File: config.mk
export PLATFORM = sky130hd
export DESIGN_NAME = multicycle_control_fsm
export DESIGN_NICKNAME = d
export VERILOG_FILES = /design/src/rtl/multicycle_control_fsm.sv
export SDC_FILE = /design/constraint.sdc
export NUM_CORES = 1
export LEC_CHECK = 0
export CORE_MARGIN = 1.5
export CORE_UTILIZATION = 42
export CTS_CLUSTER_DIAMETER = 40
export DETAILED_ROUTE_END_ITERATION = 16
export GPL_TIMING_DRIVEN = 1
export PLACE_DENSITY = 0.89
export SLEW_MARGIN = 20
export SYNTH_ARGS = -nofsm -noshare
export SYNTH_HDL_FRONTEND = slang
export SYNTH_SLANG_ARGS = --single-unit
File: constraint.sdc
create_clock -name CLK -period 5 [get_ports CLK]
set_clock_uncertainty 0.15 [all_clocks]
set_input_delay 1.5 -clock CLK [delete_from_list [all_inputs] [get_ports CLK]]
set_output_delay 1.5 -clock CLK [all_outputs]
set_load 0.02 [all_outputs]
File: src/rtl/multicycle_control_fsm.sv
// Multicycle RISC-V style control unit: sequences fetch/decode/execute/memory/writeback
// states and drives the datapath enables and mux selects for each state.
module multicycle_control_fsm (
  input  logic       CLK,
  input  logic       RST,
  input  logic [6:0] OP_CODE,
  input  logic [2:0] Func3,
  input  logic       ZF,
  input  logic       SF,
  input  logic       MemReady,
  output logic       PCWrite,
  output logic       IRWrite,
  output logic       RegWrite,
  output logic       MemWrite,
  output logic       AdrSrc,
  output logic [1:0] ALUSrcA,
  output logic [1:0] ALUSrcB,
  output logic [1:0] ResultSrc,
  output logic [1:0] ALUop,
  output logic [1:0] IMMSrc,
  output logic       Illegal,
  output logic       InstrDone,
  output logic [3:0] State
);

  typedef enum logic [3:0] {
    S_FETCH    = 4'd0,
    S_DECODE   = 4'd1,
    S_MEMADR   = 4'd2,
    S_MEMREAD  = 4'd3,
    S_MEMWB    = 4'd4,
    S_MEMWRITE = 4'd5,
    S_EXECUTER = 4'd6,
    S_ALUWB    = 4'd7,
    S_EXECUTEI = 4'd8,
    S_JAL      = 4'd9,
    S_BRANCH   = 4'd10
  } state_t;

  localparam logic [6:0] OP_LOAD   = 7'b0000011;
  localparam logic [6:0] OP_STORE  = 7'b0100011;
  localparam logic [6:0] OP_RTYPE  = 7'b0110011;
  localparam logic [6:0] OP_ITYPE  = 7'b0010011;
  localparam logic [6:0] OP_JAL    = 7'b1101111;
  localparam logic [6:0] OP_BRANCH = 7'b1100011;

  state_t state_reg;
  state_t state_next;

  logic pc_write_next;
  logic ir_write_next;
  logic reg_write_next;
  logic mem_write_next;
  logic illegal_next;
  logic instr_done_next;
  logic branch_taken;

  always_ff @(posedge CLK or negedge RST) begin
    if (!RST) begin
      state_reg <= S_FETCH;
    end else begin
      state_reg <= state_next;
    end
  end

  // Immediate format depends only on the opcode, independent of state.
  always_comb begin
    IMMSrc = 2'b00;
    case (OP_CODE)
      OP_STORE:  IMMSrc = 2'b01;
      OP_BRANCH: IMMSrc = 2'b10;
      OP_JAL:    IMMSrc = 2'b11;
      default:   IMMSrc = 2'b00;
    endcase
  end

  always_comb begin
    branch_taken = 1'b0;
    case (Func3)
      3'b000:  branch_taken = ZF;
      3'b001:  branch_taken = ~ZF;
      3'b100:  branch_taken = SF;
      default: branch_taken = 1'b0;
    endcase
  end

  always_comb begin
    state_next      = S_FETCH;
    pc_write_next   = 1'b0;
    ir_write_next   = 1'b0;
    reg_write_next  = 1'b0;
    mem_write_next  = 1'b0;
    illegal_next    = 1'b0;
    instr_done_next = 1'b0;
    AdrSrc          = 1'b0;
    ALUSrcA         = 2'b00;
    ALUSrcB         = 2'b00;
    ResultSrc       = 2'b00;
    ALUop           = 2'b00;

    case (state_reg)
      S_FETCH: begin
        ALUSrcB       = 2'b10;
        ResultSrc     = 2'b10;
        ir_write_next = MemReady;
        pc_write_next = MemReady;
        state_next    = MemReady ? S_DECODE : S_FETCH;
      end
      S_DECODE: begin
        // ALU precomputes PC + imm so a branch target is ready in ALUOut.
        ALUSrcA = 2'b01;
        ALUSrcB = 2'b01;
        case (OP_CODE)
          OP_LOAD, OP_STORE: state_next = S_MEMADR;
          OP_RTYPE:          state_next = S_EXECUTER;
          OP_ITYPE:          state_next = S_EXECUTEI;
          OP_JAL:            state_next = S_JAL;
          OP_BRANCH:         state_next = S_BRANCH;
          default: begin
            illegal_next = 1'b1;
            state_next   = S_FETCH;
          end
        endcase
      end
      S_MEMADR: begin
        ALUSrcA = 2'b10;
        ALUSrcB = 2'b01;
        case (OP_CODE)
          OP_LOAD:  state_next = S_MEMREAD;
          OP_STORE: state_next = S_MEMWRITE;
          default:  state_next = S_FETCH;
        endcase
      end
      S_MEMREAD: begin
        AdrSrc     = 1'b1;
        state_next = MemReady ? S_MEMWB : S_MEMREAD;
      end
      S_MEMWB: begin
        ResultSrc       = 2'b01;
        reg_write_next  = 1'b1;
        instr_done_next = 1'b1;
        state_next      = S_FETCH;
      end
      S_MEMWRITE: begin
        AdrSrc          = 1'b1;
        mem_write_next  = 1'b1;
        instr_done_next = MemReady;
        state_next      = MemReady ? S_FETCH : S_MEMWRITE;
      end
      S_EXECUTER: begin
        ALUSrcA    = 2'b10;
        ALUop      = 2'b10;
        state_next = S_ALUWB;
      end
      S_EXECUTEI: begin
        ALUSrcA    = 2'b10;
        ALUSrcB    = 2'b01;
        ALUop      = 2'b10;
        state_next = S_ALUWB;
      end
      S_ALUWB: begin
        reg_write_next  = 1'b1;
        instr_done_next = 1'b1;
        state_next      = S_FETCH;
      end
      S_JAL: begin
        // PC takes the jump target while ALU forms PC+4 for the link register.
        ALUSrcA       = 2'b01;
        ALUSrcB       = 2'b10;
        pc_write_next = 1'b1;
        state_next    = S_ALUWB;
      end
      S_BRANCH: begin
        ALUSrcA         = 2'b10;
        ALUop           = 2'b01;
        pc_write_next   = branch_taken;
        instr_done_next = 1'b1;
        state_next      = S_FETCH;
      end
      default: begin
        state_next = S_FETCH;
      end
    endcase
  end

  // Write enables are masked by reset so nothing commits while it is held.
  assign PCWrite   = pc_write_next & RST;
  assign IRWrite   = ir_write_next & RST;
  assign RegWrite  = reg_write_next & RST;
  assign MemWrite  = mem_write_next & RST;
  assign Illegal   = illegal_next & RST;
  assign InstrDone = instr_done_next & RST;
  assign State     = state_reg;

endmodule

==> run summary, run 1 <==
The flow ran to the end, and the final reports show no timing, DRC or antenna violations. The initial utilization of the core area, before any placement, comes to 45.3%. When the netlist entered floorplanning its net count stood at 103.

The run gives 1 as the CTS H-tree depth. The cell area that synthesis handed to floorplanning was 691 µm². The average detailed-routed wire length per instance was 13.2 µm; the portion of the clock cycle consumed by the worst path in the final layout was 97.8%.

The number of diodes is 0, and the number of standard-cell rows in the floorplan is 14. The fraction of synthesis flops using an asynchronous set or reset pin was 100%; the switching power total was 0.0499 mW. The logs give 4 for the clock net sink count and 723 for the via count of the first global-routing pass. Once the clock tree was built, the setup fixing pass inserted 0 buffers. The fraction of final layout cells sized beyond drive strength 1 was 12.9%.

The nature of the critical path startpoint was an input port. The global placement routability congestion was 0.875; the top-area cell type share of the netlist area was 14.5%. For the worst-skew pair, the clock arrives at the later sink with an insertion delay of 240 ps.

CTS buffer count: 3. In this run the horizontal extent of the chip is 43.6 µm. The tools report the total count of max-transition violations in the final report as 0.

Synthesis produced a netlist whose cell count is 88. The logs give 748 ps for the hold slack and 1370 µm for the detailed placement HPWL. The routed design could run at a clock period as short as 4890 ps.

The cell leakage power is 0.415 nW. Placeable core region: 1520 µm². The final layout contains routed wiring with a total length of 1840 µm. The most common flop cell mapped by yosys is sky130_fd_sc_hd__dfrtp_1. The maximum number of pins on one net before global-route repair is 23. The post-route total power came out at 0.149 mW. TritonCTS built the clock tree. Internal power comes to 0.0989 mW. The slew at the pin with the worst max-slew slack is 637 ps. At the worst endpoint, the required time is 3350 ps. In the routed design, unresolved DRC markers number 0.

The most common cell in the synthesized netlist is sky130_fd_sc_hd__nor2_1. In this design, the largest share of critical-path delay is due to buffers and inverters. Sorting the synthesized cells by area gives the leading types as sky130_fd_sc_hd__dfrtp_1 (14%), sky130_fd_sc_hd__clkbuf_8 (8.0%), sky130_fd_sc_hd__nor2_1 (6.0%), sky130_fd_sc_hd__a21oi_1 (5.8%), sky130_fd_sc_hd__nand2b_1 (4.5%). Power spread over the standard cell area amounts to 142 nW/µm². Setup repair after global routing left no endpoint under its margin. In this run the most critical hold path is launched from State[3]. The tools report the initial detailed-routing violation count as 15.

The die covers 1900 µm². The count of cells in the finished layout, fillers not included, comes to 140. For the worst setup path, the data arrival time is 3240 ps. The run gives 46.2% as the power share of the combinational group. In this run the clock root is driven by a sky130_fd_sc_hd__clkbuf_4. Die span in y: 43.6 µm. During I/O placement, the number of pins put on the boundary was 36. The share of the Yosys chip area taken by registers is 14.5%. The run gives 0 as the number of hold violations in the final report. After routing, the total negative slack on setup checks comes to 0 ps. Setup violations remaining at the end of the flow were counted as 0. The worst pin sits at a relative slew slack of 57.5%. The register with the most flip-flops in the layout has 4 of them.

The worst path buffer plus inverter count is 2. In this run the deepest clock path goes through 2 buffers. After global routing the overflow that remains totals 0.

The run gives 0 as the yosys synthesis warning count. VDD sags by at most 0.000168 V. A synthesized cell averages 7.85 µm². The most numerous cell on the critical path was sky130_fd_sc_hd__clkdlybuf4s50_1. Net switching is 33.5% of the power. The routed layout has 818 vias. Kind of capture point of the worst setup path: a primary output. In this run the worst path has a maximum fanout of 2. The number of antenna violations at the first check in global routing is 0, and the area growth from synthesis to final layout is 51.6%. Static timing analysis puts the maximum clock frequency at 205 MHz. For the clock network fraction of total power, the log shows 26.8%. The run gives 0 as the remaining number of nets flagged by the antenna check after routing. After detailed placement, the design holds a cell count of 137. The register share of total power came out at 27.0%.

Traced cell by cell, the critical path runs through clkdlybuf4s50_1 -> mux2_2 -> mux2i_1 -> nor4_1 -> o21a_1 -> clkdlybuf4s50_1. Post-synthesis cell type count: 40. The startpoint of the worst-slack reg-to-reg timing path is State[0]. The first global-routing pass estimated 2930 µm of wire. At the end of the flow, the number of nets in the layout was 141. The type of the most critical hold path is flop to flop. The total of flip-flops plus latches after synthesis is 4. After clock tree synthesis, the clock-pin slew on the worst setup and hold paths is 40 ps. The count of flip-flops with a built-in enable after synthesis is 0. Ranked by instance count, the synthesized netlist is headed by sky130_fd_sc_hd__nor2_1 (11), sky130_fd_sc_hd__a21oi_1 (8), sky130_fd_sc_hd__nand2b_1 (5). The slowest stage of the critical path belongs to the cell sky130_fd_sc_hd__clkdlybuf4s50_1.

On the worst path, the slowest cell contributes a delay of 530 ps. Number of max-capacitance violations reported: 0. Global routing used 19.8% of the available tracks.

The quantity of I/O buffers inserted on ports works out to 35. Tracing the worst setup path back leads to its startpoint at Func3[2]. The via-per-instance ratio was 5.84. The run gives 4 as the first-pass detailed-route iteration total. The setup path with the least slack is of type input port to primary output. The leading area contributor after synthesis is sky130_fd_sc_hd__dfrtp_1.
cell type report:
class                      instances  area, µm²
sequential                         4        100
tap                               16       20.0
multi-input combinational         75        503
inverter                           1       3.75
timing repair buffer              41        398
clock buffer                       3       22.5
fill                             142        477
cells by family after synthesis:
family	count (synthesis)	share of synthesized area [%]
xor+xnor	3	3.81
fa+ha+maj	1	1.45
mux	4	5.98
simple gates	47	42.2
compound gates	20	19.4
buf+inv	9	12.7
flops	4	14.5
power groups by stage:
stage | clock, mW | sequential, mW | combinational (mW)
6_report | 0.0399 | 0.0402 | 0.0688
4_1_cts | 0.0409 | 0.0401 | 0.0692
2_1_floorplan | 0 | 0.0367 | 0.0385
5_1_grt | 0.0440 | 0.0407 | 0.0735
3_3_place_gp | 0 | 0.0402 | 0.0676
3_5_place_dp | 0 | 0.0405 | 0.0690
layout by cell type (no fill, tap or decap):
cell type	Yosys	final
sky130_fd_sc_hd__nor3_1	4	4
sky130_fd_sc_hd__a211oi_1	1	1
sky130_fd_sc_hd__nor3b_1	3	3
sky130_fd_sc_hd__xnor2_1	2	2
sky130_fd_sc_hd__nor4b_1	1	1
sky130_fd_sc_hd__o21ai_0	1	1
sky130_fd_sc_hd__a221o_1	1	1
sky130_fd_sc_hd__o31ai_1	1	1
sky130_fd_sc_hd__or2_2	3	3
sky130_fd_sc_hd__dlymetal6s2s_1	0	1
sky130_fd_sc_hd__nor4bb_1	1	1
sky130_fd_sc_hd__and3_1	2	2
sky130_fd_sc_hd__nand4bb_1	2	2
sky130_fd_sc_hd__mux2_2	1	1
sky130_fd_sc_hd__maj3_1	1	1
sky130_fd_sc_hd__and4b_4	1	1
sky130_fd_sc_hd__nand3b_1	1	1
sky130_fd_sc_hd__o22ai_1	1	1
sky130_fd_sc_hd__mux2i_1	3	3
sky130_fd_sc_hd__and3_4	1	1
sky130_fd_sc_hd__a21bo_1	1	1
sky130_fd_sc_hd__nand3_1	3	3
sky130_fd_sc_hd__xor2_1	1	1
sky130_fd_sc_hd__a31o_1	1	1
sky130_fd_sc_hd__clkdlybuf4s50_1	0	34
sky130_fd_sc_hd__or3b_1	1	1
sky130_fd_sc_hd__a21oi_1	8	8
sky130_fd_sc_hd__nand2b_1	5	5
sky130_fd_sc_hd__o32ai_1	1	1
sky130_fd_sc_hd__clkbuf_4	0	3
sky130_fd_sc_hd__buf_4	1	6
sky130_fd_sc_hd__dfrtp_1	4	4
sky130_fd_sc_hd__inv_1	1	1
sky130_fd_sc_hd__o21a_1	2	2
sky130_fd_sc_hd__or2b_2	1	1
sky130_fd_sc_hd__and3b_1	1	1
sky130_fd_sc_hd__nor2_1	11	11
sky130_fd_sc_hd__o211ai_1	2	2
sky130_fd_sc_hd__nor4_1	3	3
sky130_fd_sc_hd__nand2_1	3	3
worst register-to-register path: stages, from the launching register on:
cell and delay [ps]:
sky130_fd_sc_hd__dfrtp_1 680, sky130_fd_sc_hd__nand2b_1 280, sky130_fd_sc_hd__nor3_1 410, sky130_fd_sc_hd__a21bo_1 170, sky130_fd_sc_hd__a31o_1 130
path summary, 6_finish.rpt:
check,to,slack (ps),depth (start not counted)
worst max-delay path,PCWrite,110,6
worst min-delay path,State[2],750,1
worst max register to register,State[1],3110,4
worst min register to register,State[2],750,1
max in group asynchronous,State[1],3100,2
min in group asynchronous,State[0],1470,2
routing by layer:
layer / vias up / wire length (µm) / GRT usage [%]
met5: - / 0 / 0
met4: 0 / 18 / 4.24
met3: 2 / 150 / 7.08
met2: 40 / 937 / 35.0
met1: 375 / 735 / 22.7
li1: 401 / - / -
through the flow:
stage	worst slack [ps]	instance area, µm²	utilization [%]
global placement	64.3	1020	67.1
finish	111	1050	68.7
detailed placement	40.0	1020	67.1
floorplan	791	691	-
global route	21.1	1050	68.7
CTS	9.42	1040	68.6
what timing repair did:
| item | 4_1_cts | 5_1_grt |
|---|---|---|
| setup endpoints to repair | 0 | 1 |
| gates resized for setup | 0 | 1 |
| hold buffers | 0 | 0 |
| hold endpoints to repair | 0 | 0 |
Note: power is estimated with default switching activity, not from simulation.
==> inputs of run 2 (changes only) <==
--- a/config.mk
+++ b/config.mk
@@ -6,11 +6,12 @@
 export NUM_CORES = 1
 export LEC_CHECK = 0
 export CORE_MARGIN = 1.5
-export CORE_UTILIZATION = 42
+export CORE_UTILIZATION = 43
+export CTS_BUF_LIST = sky130_fd_sc_hd__clkbuf_8
 export CTS_CLUSTER_DIAMETER = 40
 export DETAILED_ROUTE_END_ITERATION = 16
 export GPL_TIMING_DRIVEN = 1
-export PLACE_DENSITY = 0.89
+export PLACE_DENSITY = 0.9
 export SLEW_MARGIN = 20
 export SYNTH_ARGS = -nofsm -noshare
 export SYNTH_HDL_FRONTEND = slang
==> run 2 against run 1 <==
Effect of this change: sequential cell count unchanged; sequential share of layout area decreased by 0.10 points; core utilization increased by 1.5 points; total power increased by 17%; critical path type unchanged; sequential power about the same; register-to-register slack got worse by 20 ps; worst setup slack improved by 23 ps; global-route usage increased by 1.0 points; clock power increased by 66%; worst hold slack improved by 3.3 ps.
==> run summary, run 2 (synthesized netlist as in run 1, its figures left out) <==
The run finished with clean final reports. The tools report the global placement routability congestion as 0.868 (-0.83%). The tools report the later-pin clock latency in the skew report as 210 ps (-30 ps). The logs give 0 (unchanged) for the number of diodes and 4 (unchanged) for the first-pass detailed-route iteration total. The maximum number of pins on one net before global-route repair is 23 (unchanged), and the via count of the first global-routing pass is 678 (-6.2%). The tools report the total track usage as 20.8% (+1.0 points). The clock net sink count came out at 4 (unchanged). The slew at the pin with the worst max-slew slack was 638 ps (+0.964 ps); the post-CTS repair timing setup buffer count was 0 (unchanged). The power density over cell area works out to 165 nW/µm² (+16%). The area after detailed placement was 1010 µm² (-0.73%). The internal reg-to-reg setup slack was 3090 ps (-20 ps); the switching power total was 0.0516 mW (+3.5%). The tools report the worst setup timing slack at the placement stage as 31.7 ps (-8.25 ps). The wire length of the first global-routing pass is 2960 µm (+0.95%), and the count of placed standard cells in the final layout, fillers left out is 139 (-0.71%). In this run the critical register-to-register path is captured at State[1]. The worst hold path belongs to the class flop to flop. Number of antenna violations at the first check in global routing: 0 (unchanged). The achievable clock frequency was 206 MHz (+0.48%). The tools report the hold slack as 751 ps (+3.30 ps).

The count of cells along the worst register-to-register path was 4 (unchanged); the number of max-capacitance violations reported was 0 (unchanged). The logs give 0 (unchanged) for the setup violation total in the final timing report and 23.1% (-3.9 points) for the register share of total power. The placeable core region was 1510 µm² (-1.1%); the hold path depth was 1 (unchanged). The flip-flop count of the largest register after layout was 4 (unchanged).

The via-per-instance ratio came out at 5.61 (-4.0%). STA classifies the critical path startpoint as an input port. The endpoint required time on the critical path is 3350 ps (about the same), and the area occupied by registers is 100 µm² (unchanged).

The worst slew margin relative to its limit is 57.5% (-0.064 points). Kind of critical path: input port to primary output. The largest fanout on the critical path works out to 2 (unchanged).

The horizontal die dimension was 43.1 µm (-1.1%). In the layout the commonest cells are sky130_fd_sc_hd__clkdlybuf4s50_1 (34), sky130_fd_sc_hd__nor2_1 (11), sky130_fd_sc_hd__a21oi_1 (8). The logs give 0.123 mW (+24%) for the internal power summed over all cells and 1450 µm (+5.3%) for the detailed placement HPWL. The final critical delay including setup and external delays was 4870 ps (-23.4 ps); the number of hold violations in the final report was 0 (unchanged). For the remaining global-route overflow, the log shows 0 (unchanged).

The run gives 0 (unchanged) as the number of remaining DRC errors. The largest voltage drop on the vdd net came out at 0.000189 V (+12%). The arrival time reported for the critical path endpoint was 3220 ps (-20 ps); the total number of nets in the final design was 140 (-0.71%). The most critical setup path has its endpoint at PCWrite.

For the met1 layer usage reported by global route, the log shows 22.9% (+0.23 points). The CTS buffer count is 3 (unchanged). The clock transition time at the flip-flop clock pins of the worst setup and hold paths is 30 ps (about the same). The via count of the routed design is 780 (-4.6%), and the floorplan die area is 1860 µm² (-2.2%).

The placed instance count is 136 (-0.73%). The slack of the critical path was 134 ps (+23.4 ps). After global routing, the most crowded layer is met2. The net switching fraction of the power is 29.6% (-3.9 points), and the fraction of final layout cells sized beyond drive strength 1 is 12.2% (-0.71 points).

The die span in y was 43.1 µm (-1.1%); the initial detailed-routing violation count was 13 (-2). In this run the worst setup path begins at Func3[2]. The clock network fraction of total power is 38.1% (+11 points), and the met3 track demand over resource is 4.26% (-2.8 points). The routed wire length was 1880 µm (+2.3%).

Leading cell type in the layout, fill and taps excluded: sky130_fd_sc_hd__clkdlybuf4s50_1. The remaining number of nets flagged by the antenna check after routing was 0 (unchanged); the post-route setup TNS was 0 ps (unchanged). The run gives 36 (unchanged) as the count of pins on the block boundary.

The tools report the cell leakage power as 0.418 nW (+0.71%). The worst setup path is captured at a primary output. Portion of the clock cycle consumed by the worst path in the final layout: 97.3% (-0.47 points).

For the total count of max-transition violations in the final report, the log shows 0 (unchanged). The number of buffers on the longest clock path was 2 (unchanged); the number of fill cells in the layout was 143 (+0.70%). The post-layout instance area was 1060 µm² (+1.1%). CTS H-tree depth: 1 (unchanged).

TritonCTS built the clock tree. The average detailed-routed wire length per instance works out to 13.6 µm (+3.0%). The power share of the combinational group was 38.9% (-7.3 points). In this run the critical register-to-register path is launched from State[0]. The starting density of the core is 45.8% (+0.53 points), and the area growth from synthesis to final layout is 53.3%. The met2 track demand over resource in global routing was 40.6% (+5.6 points). The run gives 14 (unchanged) as the number of standard-cell rows in the floorplan.

In this run the clock root is driven by a sky130_fd_sc_hd__clkbuf_8. Setup repair after global routing left no endpoint under its margin. The quantity of I/O buffers inserted on ports came out at 35 (unchanged). The area of the multi-input gates was 503 µm² (unchanged).
-- run 2: repair_timing --
| item | 4_1_cts | 5_1_grt |
|---|---|---|
| hold endpoints to repair | 0 | 0 |
| setup endpoints to repair | 0 | 1 |
| hold buffers | 0 | 0 |
| gates resized for setup | 0 | 1 |
-- run 2: worst min path at each step --
stage / startpoint / to / slack [ps]
finish: State[3] / State[2] / 750
global route: State[3] / State[0] / 810
CTS: State[3] / State[2] / 750
detailed placement: State[3] / State[2] / 740
global placement: State[3] / State[2] / 730
floorplan: State[1] / State[2] / 650
-- run 2: layout make-up --
cell class / instances / share of cell area, %
multi-input combinational: 75 / 47.5
inverter: 1 / 0.355
clock buffer: 3 / 3.90
timing repair buffer: 40 / 36.9
tap: 16 / 1.89
sequential: 4 / 9.46
-- run 2: metal layers --
layer | vias to the layer above | routed length (µm)
li1 | 398 | -
met1 | 348 | 784
met2 | 34 | 1000
met3 | 0 | 99
met4 | 0 | 0
met5 | - | 0
-- run 2: power groups by stage --
| stage | Combinational [mW] | Clock (mW) | Sequential, mW |
|---|---|---|---|
| after floorplan | 0.0385 | 0 | 0.0367 |
| after global placement | 0.0665 | 0 | 0.0402 |
| after detailed placement | 0.0680 | 0 | 0.0404 |
| after CTS | 0.0683 | 0.0675 | 0.0401 |
| after global routing | 0.0727 | 0.0704 | 0.0410 |
| final | 0.0678 | 0.0664 | 0.0402 |
-- run 2: per-stage QoR --
stage / total power [mW] / util (%)
5_1_grt: 0.184 / 70.3
4_1_cts: 0.176 / 70.1
3_3_place_gp: 0.107 / 67.4
2_1_floorplan: 0.0752 / -
3_5_place_dp: 0.108 / 67.4
6_report: 0.174 / 70.3
-- run 2: critical path, cell delays in order --
cell	delay, ps
sky130_fd_sc_hd__clkdlybuf4s50_1	480
sky130_fd_sc_hd__mux2_2	330
sky130_fd_sc_hd__mux2i_1	130
sky130_fd_sc_hd__nor4_1	60
sky130_fd_sc_hd__o21a_1	180
sky130_fd_sc_hd__clkdlybuf4s50_1	530
==> inputs of run 3 (changes only) <==
--- a/config.mk
+++ b/config.mk
@@ -12,6 +12,7 @@
 export DETAILED_ROUTE_END_ITERATION = 16
 export GPL_TIMING_DRIVEN = 1
 export PLACE_DENSITY = 0.9
+export SKIP_LAST_GASP = 1
 export SLEW_MARGIN = 20
 export SYNTH_ARGS = -nofsm -noshare
 export SYNTH_HDL_FRONTEND = slang
==> results of run 3 <==
The final DEF is identical to that of run 2; final timing and power are the same.
==> RTL edit (flow settings as in run 2) <==
Reset style: synchronous (`RST`), changed in one clocked block.
--- a/src/rtl/multicycle_control_fsm.sv
+++ b/src/rtl/multicycle_control_fsm.sv
@@ -57,3 +57,3 @@
 
-  always_ff @(posedge CLK or negedge RST) begin
+  always_ff @(posedge CLK) begin
     if (!RST) begin
Formal check against the unedited RTL: differs if RST is asserted again (counterexample within 4 cycles, from zero or initial values and one cycle with RST low); with RST held inactive, the same outputs for 10 cycles.
==> RTL edit against run 2 <==
- design area fell by 4.5%
- via count increased by 2.6%
- global-route usage grew 6.2 points
- total power shrank 12%
- wire length decreased by 2.1%
- clock power increased by 6.2%
- setup slack got worse by 0.010 ns
- register-to-register slack better by 0.18 ns
- synthesized area fell by 16%
- sequential cell count unchanged
- sequential share of layout area is 1.5 points lower
- synthesized cell count is 3.4% lower
- critical path type unchanged
==> RTL edit: results (changes against run 2) <==
[run_status]
outcome = finished clean  ; unchanged

[worst_setup_path]
path_max_fanout = 3  ; was 2
arrival_ns = 3.23  ; was 3.22 ns

[route]
num_vias = 800  ; was 780
detail_route.wl_per_cell_um = 13.4  ; was 13.6 um
drt_iter0_drc = 30  ; was 13

[place]
placed_area_um2 = 961  ; was 0.00101 mm^2
dp_hpwl_um = 1370  ; was 1450 um
gpl.final_weighted_congestion = 0.925  ; was 0.868

[logic_synthesis]
ys.flop_type = dfxtp_1  ; was dfrtp_1
synth_common_cells = nor2_1, a21oi_1, nand2b_1, buf_2  ; was nor2_1, a21oi_1, nand2b_1
synth.area.top_cells = dfxtp_1, a21oi_1, nand2b_1, nor2_1, nor3b_1  ; was dfrtp_1, clkbuf_8, nor2_1, a21oi_1, nand2b_1
synth.distinct_cells = 35  ; was 40
synthArstFlopShare_pct = 0  ; was 100%
synth-seq-area-share_pct = 13.8  ; was 14.5%
synth_nets = 100  ; was 103

[global_route]
grt_pass1_wl_um = 2900  ; was 2960 um
grt_use_met2_pct = 48.4  ; was 40.6%
grtUsageMet3_pct = 3.98  ; was 4.26%
grt_pass1_vias = 679  ; was 678
grt_max_degree = 20  ; was 23
grt_use_met1_pct = 32.0  ; was 22.9%

[cts]
cts_buffers = 3  ; unchanged

[final_layout]
fillCellCount = 97  ; was 143
layout-drive-gt1-share_pct = 11.4  ; was 12.2%

[pwr]
p_leak_uw = 0.000372  ; was 0.000418 uW

[timing]
worst_pin_slew_ns = 0.575  ; was 0.638 ns

==> RTL edit: worst max-delay path: stages <==
cell             delay, ns
clkdlybuf4s50_1       0.50
and4bb_2              0.26
nor2b_1               0.15
nor3_1                0.18
clkdlybuf4s50_1       0.63
==> RTL edit: power by group <==
part           switching [uW]  internal, uW  leakage (uW)
registers                2.36          32.7     0.0000325
logic                    19.8          27.3      0.000318
clock network            19.0          51.5     0.0000216
total                    41.2           112      0.000372
==> RTL edit: logic make-up (layout without fill, tap and decap cells) <==
family          Yosys count  count (layout)  share of synthesized area, %
fa+ha+maj                 1               1                          1.73
buf+inv                   8              46                          6.91
compound gates           22              22                          22.7
xor+xnor                  3               3                          4.54
mux                       2               2                          3.46
simple gates             45              45                          46.9
flops                     4               4                          13.8
==> RTL edit: layout make-up <==
cell class / instances / area (um^2) / share of cell area (%)
multi-input combinational: 73 / 465 / 46.0
sequential: 4 / 80.1 / 7.92
tap: 15 / 18.8 / 1.86
clock buffer: 3 / 41.3 / 4.08
timing repair buffer: 41 / 398 / 39.4
inverter: 2 / 7.51 / 0.743
==> RTL edit: per-stage QoR <==
stage | std cells | hold WS [ns] | setup WS (ns) | utilization, % | total power [uW]
5_1_grt | 138 | 0.804 | 0.0170 | 78.7 | 161
2_1_floorplan | 85 | 0.599 | 0.880 | - | 54.2
3_5_place_dp | 135 | 0.705 | 0.0447 | 74.8 | 82.0
4_1_cts | 138 | 0.739 | 0.0388 | 78.0 | 152
3_3_place_gp | 135 | 0.688 | 0.0831 | 74.8 | 81.2
6_report | 138 | 0.760 | 0.124 | 78.7 | 153
==> RTL edit: path summary, 6_finish.rpt <==
path / start / endpoint / slack, ns / depth (start not counted)
worst min-delay path: State[2] / State[2] / 0.76 / 3
worst min register to register: State[2] / State[2] / 0.76 / 3
worst max-delay path: OP_CODE[3] / Illegal / 0.12 / 5
worst max register to register: State[0] / State[0] / 3.27 / 4
==> RTL edit: metal layers <==
metal	wire length [um]	vias up	share of wire (%)
li1	-	395	-
met1	749	351	41
met2	914	50	50
met3	155	4	8.4
met4	27	0	1.5
met5	0	-	0
==> RTL edit: timing repair <==
action                                  CTS  global route
endpoints found under the hold margin     0             0
setup buffers                             0             0
resized for setup                         0             2
endpoints found under the setup margin    0             2
hold buffers                              0             0
